<file path="src/rtl/fft_pkg.sv">
// Shared constants, types and the bin-to-Hz helper for the FFT peak detector.
package fft_pkg;

    localparam int BIT_WIDTH = 16;
    localparam int N         = 9;
    localparam int FFT_SIZE  = 1 << N;
    localparam int FS        = 48000;

    typedef logic [N-1:0]           bin_t;
    typedef logic [2*BIT_WIDTH-1:0] mag_t;

    // Exact product; widths of bin and fs never exceed 32 bits, so 64 cannot overflow.
    function automatic logic [31:0] bin_to_hz(input logic [31:0] bin,
                                              input logic [31:0] fs,
                                              input int          n);
        logic [63:0] prod;
        prod = {32'b0, bin} * {32'b0, fs};
        return 32'(prod >> n);
    endfunction

endpackage

</file>
<file path="src/rtl/fft_mag_sq.sv">
// Registered squared magnitude of one complex bin; frame tags ride alongside the data.
module fft_mag_sq #(
    parameter int BIT_WIDTH = 16,
    parameter int N         = 9
) (
    input  logic                   clk,
    input  logic                   reset,
    input  logic                   in_valid,
    input  logic                   in_first,
    input  logic                   in_last,
    input  logic                   in_err,
    input  logic [N-1:0]           in_k,
    input  logic [2*BIT_WIDTH-1:0] in_data,
    output logic                   out_valid,
    output logic                   out_first,
    output logic                   out_last,
    output logic                   out_err,
    output logic [N-1:0]           out_k,
    output logic [2*BIT_WIDTH-1:0] out_mag
);

    localparam int MW = 2 * BIT_WIDTH;

    logic signed [BIT_WIDTH-1:0] re, im;
    logic signed [MW-1:0]        re_x, im_x, rr, ii;
    logic        [MW-1:0]        mag_d;

    assign re    = in_data[MW-1:BIT_WIDTH];
    assign im    = in_data[BIT_WIDTH-1:0];
    assign re_x  = MW'(re);
    assign im_x  = MW'(im);
    assign rr    = re_x * re_x;
    assign ii    = im_x * im_x;
    // Each square is at most 2**(MW-2), so the sum fits MW bits unsigned.
    assign mag_d = $unsigned(rr) + $unsigned(ii);

    always_ff @(posedge clk or negedge reset) begin
        if (!reset) begin
            out_valid <= 1'b0;
            out_first <= 1'b0;
            out_last  <= 1'b0;
            out_err   <= 1'b0;
            out_k     <= '0;
            out_mag   <= '0;
        end else begin
            out_valid <= in_valid;
            if (in_valid) begin
                out_first <= in_first;
                out_last  <= in_last;
                out_err   <= in_err;
                out_k     <= in_k;
                out_mag   <= mag_d;
            end
        end
    end

endmodule

</file>
<file path="src/rtl/fft_peak_detect.sv">
// Streaming peak-bin detector over FFT frames; reports bin, |X|^2 and Hz once per frame.
// Build option PEAK_STABLE_EN: note_valid also requires a stable peak across good frames.
module fft_peak_detect
    import fft_pkg::bin_to_hz;
#(
    parameter int BIT_WIDTH = fft_pkg::BIT_WIDTH,
    parameter int N         = fft_pkg::N,
    parameter int FFT_SIZE  = fft_pkg::FFT_SIZE,
    parameter int FS        = fft_pkg::FS,
    parameter int K_LO      = 1,
    parameter int K_HI      = 255,
    parameter int FREQ_W    = 17
) (
    input  logic                   clk,
    input  logic                   reset,
    input  logic                   in_valid,
    input  logic                   in_last,
    input  logic [2*BIT_WIDTH-1:0] in_data,
    input  logic [2*BIT_WIDTH-1:0] mag_thresh,
    output logic                   out_valid,
    output logic [N-1:0]           peak_bin,
    output logic [2*BIT_WIDTH-1:0] peak_mag,
    output logic [FREQ_W-1:0]      frequency,
    output logic                   note_valid,
    output logic                   frame_err
);

    localparam int           MW     = 2 * BIT_WIDTH;
    localparam logic [N-1:0] K_LAST = N'(FFT_SIZE - 1);
    localparam logic [N-1:0] KLO    = N'(K_LO);
    localparam logic [N-1:0] KHI    = N'(K_HI);

    typedef enum logic {IDLE, ACCUM} state_t;

    state_t       state;
    logic [N-1:0] k;
    logic         tag_first, tag_end, tag_err;

    assign tag_first = (state == IDLE);
    assign tag_end   = in_last || (k == K_LAST);
    // Either in_last early or a missing in_last on the final bin.
    assign tag_err   = in_last ^ (k == K_LAST);

    always_ff @(posedge clk or negedge reset) begin
        if (!reset) begin
            state <= IDLE;
            k     <= '0;
        end else if (in_valid) begin
            if (tag_end) begin
                state <= IDLE;
                k     <= '0;
            end else begin
                state <= ACCUM;
                k     <= k + 1'b1;
            end
        end
    end

    logic          s1_valid, s1_first, s1_last, s1_err;
    logic [N-1:0]  s1_k;
    logic [MW-1:0] s1_mag;

    fft_mag_sq #(.BIT_WIDTH(BIT_WIDTH), .N(N)) u_mag_sq (
        .clk       (clk),
        .reset     (reset),
        .in_valid  (in_valid),
        .in_first  (tag_first),
        .in_last   (tag_end),
        .in_err    (tag_err),
        .in_k      (k),
        .in_data   (in_data),
        .out_valid (s1_valid),
        .out_first (s1_first),
        .out_last  (s1_last),
        .out_err   (s1_err),
        .out_k     (s1_k),
        .out_mag   (s1_mag)
    );

    logic [MW-1:0] trk_max, base_max;
    logic [N-1:0]  trk_bin, base_bin;
    logic          upd, s2_end, s2_err;

    always_comb begin
        base_max = s1_first ? '0  : trk_max;
        base_bin = s1_first ? KLO : trk_bin;
        upd      = (s1_k >= KLO) && (s1_k <= KHI) && (s1_mag > base_max);
    end

    always_ff @(posedge clk or negedge reset) begin
        if (!reset) begin
            trk_max <= '0;
            trk_bin <= '0;
            s2_end  <= 1'b0;
            s2_err  <= 1'b0;
        end else begin
            s2_end <= s1_valid && s1_last;
            s2_err <= s1_valid && s1_err;
            if (s1_valid) begin
                trk_max <= upd ? s1_mag : base_max;
                trk_bin <= upd ? s1_k   : base_bin;
            end
        end
    end

    logic good, thresh_ok, note_next;

    assign good      = s2_end && !s2_err;
    assign thresh_ok = (trk_max >= mag_thresh);

`ifdef PEAK_STABLE_EN
    logic [N-1:0] prev_bin, bin_diff;
    logic         prev_ok;

    always_comb begin
        bin_diff  = (trk_bin >= prev_bin) ? (trk_bin - prev_bin) : (prev_bin - trk_bin);
        note_next = thresh_ok && prev_ok && (bin_diff <= N'(1));
    end

    always_ff @(posedge clk or negedge reset) begin
        if (!reset) begin
            prev_bin <= '0;
            prev_ok  <= 1'b0;
        end else if (s2_err) begin
            prev_bin <= '0;
            prev_ok  <= 1'b0;
        end else if (good) begin
            prev_bin <= trk_bin;
            prev_ok  <= thresh_ok;
        end
    end
`else
    assign note_next = thresh_ok;
`endif

    always_ff @(posedge clk or negedge reset) begin
        if (!reset) begin
            out_valid  <= 1'b0;
            frame_err  <= 1'b0;
            peak_bin   <= '0;
            peak_mag   <= '0;
            frequency  <= '0;
            note_valid <= 1'b0;
        end else begin
            out_valid <= good;
            frame_err <= s2_err;
            if (good) begin
                peak_bin   <= trk_bin;
                peak_mag   <= trk_max;
                frequency  <= FREQ_W'(bin_to_hz(32'(trk_bin), 32'(FS), N));
                note_valid <= note_next;
            end
        end
    end

endmodule

</file>
<file path="config.mk">
export PLATFORM = sky130hd
export DESIGN_NAME = fft_peak_detect
export DESIGN_NICKNAME = d
export VERILOG_FILES = /design/src/rtl/fft_pkg.sv /design/src/rtl/fft_mag_sq.sv /design/src/rtl/fft_peak_detect.sv
export SDC_FILE = /design/constraint.sdc
export NUM_CORES = 2
export LEC_CHECK = 0
export ABC_AREA = 0
export BUFFER_PORTS_ARGS = -buffer_cell sky130_fd_sc_hd__clkbuf_2
export CORE_MARGIN = 2
export CORE_UTILIZATION = 35
export DETAILED_ROUTE_END_ITERATION = 10
export PLACE_DENSITY = 0.53
export SLEW_MARGIN = 40
export SYNTH_ARGS = -nofsm -noshare
export SYNTH_HDL_FRONTEND = slang
export SYNTH_SLANG_ARGS = --single-unit
</file>
<file path="constraint.sdc">
create_clock -name clk -period 6 [get_ports clk]
set_input_delay 0.6 -clock clk [delete_from_list [all_inputs] [get_ports clk]]
set_output_delay 0.6 -clock clk [all_outputs]
set_load 0.1 [all_outputs]
</file>
==> impl_metrics.py <==
metrics = {
    "run_status": {
        "outcome": "finished with violations",
        "violations": "negative setup slack",
    },
    "setup_path": {
        "path_max_fanout": 5,
        "start_kind": "primary input",
        "crit_path_max_incr_delay_ps": 560,
        "cp_slowest_cell": "fa_2",
        "critical_path_arrival_ps": 7240,
        "path_class": "primary input to flop",
        "worst_setup_path_end_kind": "flop",
        "crit_required_ps": 6330,
        "path_common_cell": "fa_1",
    },
    "grt": {
        "grt_use_met3_pct": 1.80,
        "grt_max_degree": 106,
        "grtUsageMet2_pct": 30.1,
        "antenna_found_initial": 1,
        "grt_pass1_vias": 21100,
        "track_usage_pct": 17.4,
        "grt_pass1_wl_um": 110000,
        "grtUsageMet1_pct": 23.2,
        "gr-total-overflow": 0,
        "top_usage_layer": "met2",
    },
    "clock_network": {
        "cts_tree": "yes",
        "cts_buffers": 17,
        "holdBufCountCts": 0,
        "clockBufferDepth": 2,
        "root_buffer": "clkbuf_16",
        "cts_max_level": 4,
        "cts_num_sinks": 158,
        "clkLatencyLatePin_ps": 440,
        "clk_pin_slew_ps": 70,
    },
    "synthesis": {
        "synth-edff-count": 0,
        "ys_ff_latch": 158,
        "synth_top_family_by_area": "adder cells",
        "synth_cells": 2690,
        "synth_cell_types": 64,
        "synthAdderAreaFrac_pct": 53.8,
        "ys_warn_count": 0,
        "synth_area_mm2": 0.0267,
        "yosysSeqAreaShare_pct": 14.8,
        "syn_avg_cell_area_um2": 9.93,
        "synth-simple-area-share_pct": 10.4,
        "synth.net_count": 3574,
        "synth.area.mux_share_pct": 1.58,
        "yosys.area_share.xor_xnor_pct": 2.13,
        "synth-async-reset-ratio_pct": 100,
        "synth_compound_area_share_pct": 5.96,
        "ys.flop_type": "dfrtp_1",
    },
    "floorplan": {
        "io_pins": 129,
        "fp-row-count": 101,
        "core_mm2": 0.0757,
        "dieWidth_um": 280,
        "start_util_pct": 35.3,
        "die-area_mm2": 0.0786,
        "die_h_um": 280,
    },
    "timing": {
        "rsz0062_at_grt": "yes",
        "worst-slew-pin-transition_ps": 729,
        "fin_crit_ps": 6920,
        "hold_viol": 0,
        "fin_crit_sh_pct": 115,
        "max_freq_mhz": 145,
        "setup_viol": 20,
        "hold_ws_ps": 33.3,
        "relSlewSlack_pct": 51.4,
        "fin_ws_ps": -915,
        "fin_worst_skew_ps": 10.2,
        "maxSlewViolCount": 0,
    },
    "route": {
        "drc": 0,
        "antenna_left": 0,
        "via_count": 18400,
        "firstDrtPassIters": 4,
        "post_drt_via_cell_ratio": 4.52,
        "wirelength_um": 64900,
        "wl_per_cell_um": 15.9,
        "drt_iter0_markers": 641,
    },
    "placed_design": {
        "dp_hpwl_um": 57600,
        "placement.io_buffers": 127,
        "gp_congestion": 0.897,
    },
    "min_path": {
        "hp-class": "primary input to asynchronous set/reset pin",
    },
    "finish": {
        "fin_nets": 3969,
        "layout-drive-gt1-share_pct": 23.7,
        "multi_input_area_mm2": 0.0206,
        "fillers": 7105,
        "area_delta_synth_final_pct": 22.9,
        "seqCellArea_mm2": 0.00396,
    },
    "run": {
        "max_cap_viol_count": 0,
    },
}
-- cells in the mapped netlist (32+ instances only) --
cell type | count | area share, %
o21ai_0 | 37 | 0.69
nor2b_1 | 32 | 0.75
inv_1 | 717 | 10
xnor2_1 | 48 | 1.6
mux2_2 | 33 | 1.4
nor2_1 | 59 | 0.83
and2_1 | 92 | 2.2
ha_1 | 263 | 12
nand2_1 | 299 | 4.2
a22o_1 | 39 | 1.3
clkbuf_1 | 71 | 1.0
nand2b_1 | 44 | 1.0
dfrtp_1 | 158 | 15
a21oi_1 | 45 | 0.84
fa_1 | 553 | 41
-- logic make-up after synthesis --
logic type      count (synthesis)
compound gates                225
xor+xnor                       65
fa+ha+maj                     816
buf+inv                       796
flops                         158
mux                            38
other cells                     1
simple gates                  591
-- timing repair --
item | CTS | global route
resized for setup | 213 | 69
endpoints found under the setup margin | 21 | 21
pin swaps | 100 | 53
setup buffers | 20 | 17
gates cloned | 0 | 1
-- layout make-up --
class                   count  share of cell area [%]
clock inverters            15                   0.560
well taps                 978                    3.73
diodes                      1                 0.00762
flip-flops and latches    158                    12.0
inverters                 718                    8.29
clock buffers              17                    1.30
multi-input cells        1736                    62.8
repair buffers            454                    11.3
-- placed cells by master, fill, tap and decap left out, types with 38 or more instances in the layout --
cell type,count
buf_4,283
clkbuf_2,96
xnor2_1,42
ha_1,238
a22o_1,39
nand2_1,272
inv_2,38
inv_1,674
nor2_1,50
dfrtp_1,157
nand2b_1,42
and2_1,69
fa_1,523
-- stage by stage --
step / setup TNS (ps) / instances / setup WS [ps] / util, % / instance area, um^2
after floorplan: -14880 / 2690 / -1180 / - / 27200
after global routing: -15990 / 4077 / -1120 / 43.4 / 32800
after global placement: -24390 / 4007 / -1480 / 40.7 / 30800
final: -12170 / 4077 / -915 / 43.4 / 32800
after detailed placement: -25850 / 4007 / -1510 / 40.7 / 30800
after CTS: -11660 / 4057 / -912 / 42.8 / 32400
-- worst paths after layout --
check | start | to | slack, ps | depth (start not counted)
max in group asynchronous | reset | trk_bin[3]$_DFFE_PN0P_ | 4560 | 3
hold / removal | reset | peak_mag[5]$_DFFE_PN0P_ | 30 | 1
hold reg to reg | s2_err$_DFF_PN0_ | frame_err$_DFF_PN0_ | 420 | 0
setup / recovery | in_data[1] | u_mag_sq.out_mag[19]$_DFFE_PN0P_ | -920 | 25
setup reg to reg | trk_bin[5]$_DFFE_PN0P_ | frequency[13]$_DFFE_PN0P_ | 1330 | 14
min in group clk | s2_err$_DFF_PN0_ | frame_err$_DFF_PN0_ | 420 | 0
-- flip-flops by register name, summed over array words and instances (netlist names) --
signal              count
u_mag_sq.out_last       1
out_valid               1
u_mag_sq.out_k          9
peak_mag               32
u_mag_sq.out_mag       32
frame_err               1
s2_end                  1
trk_bin                 9
trk_max                32
state                   1
u_mag_sq.out_first      1
u_mag_sq.out_valid      1
note_valid              1
s2_err                  1
k                       9
frequency              16
peak_bin                9
u_mag_sq.out_err        1
-- layer usage --
metal | vias to the layer above | routed length [um]
met2 | 262 | 31600
li1 | 8861 | -
met3 | 77 | 1970
met4 | 0 | 1650
met5 | - | 0
met1 | 9229 | 29700
-- critical path, delay by kind of cell --
| kind | cells | cell delay [ps] |
|---|---|---|
| adders and majority gates | 9 | 4220 |
| AOI/OAI and AO/OA | 5 | 1100 |
| and+or+nand+nor | 5 | 850 |
| buffers and inverters | 6 | 450 |
Power is not shown: default switching activity piles up to over one toggle a cycle in this logic, so the estimate is an artifact.
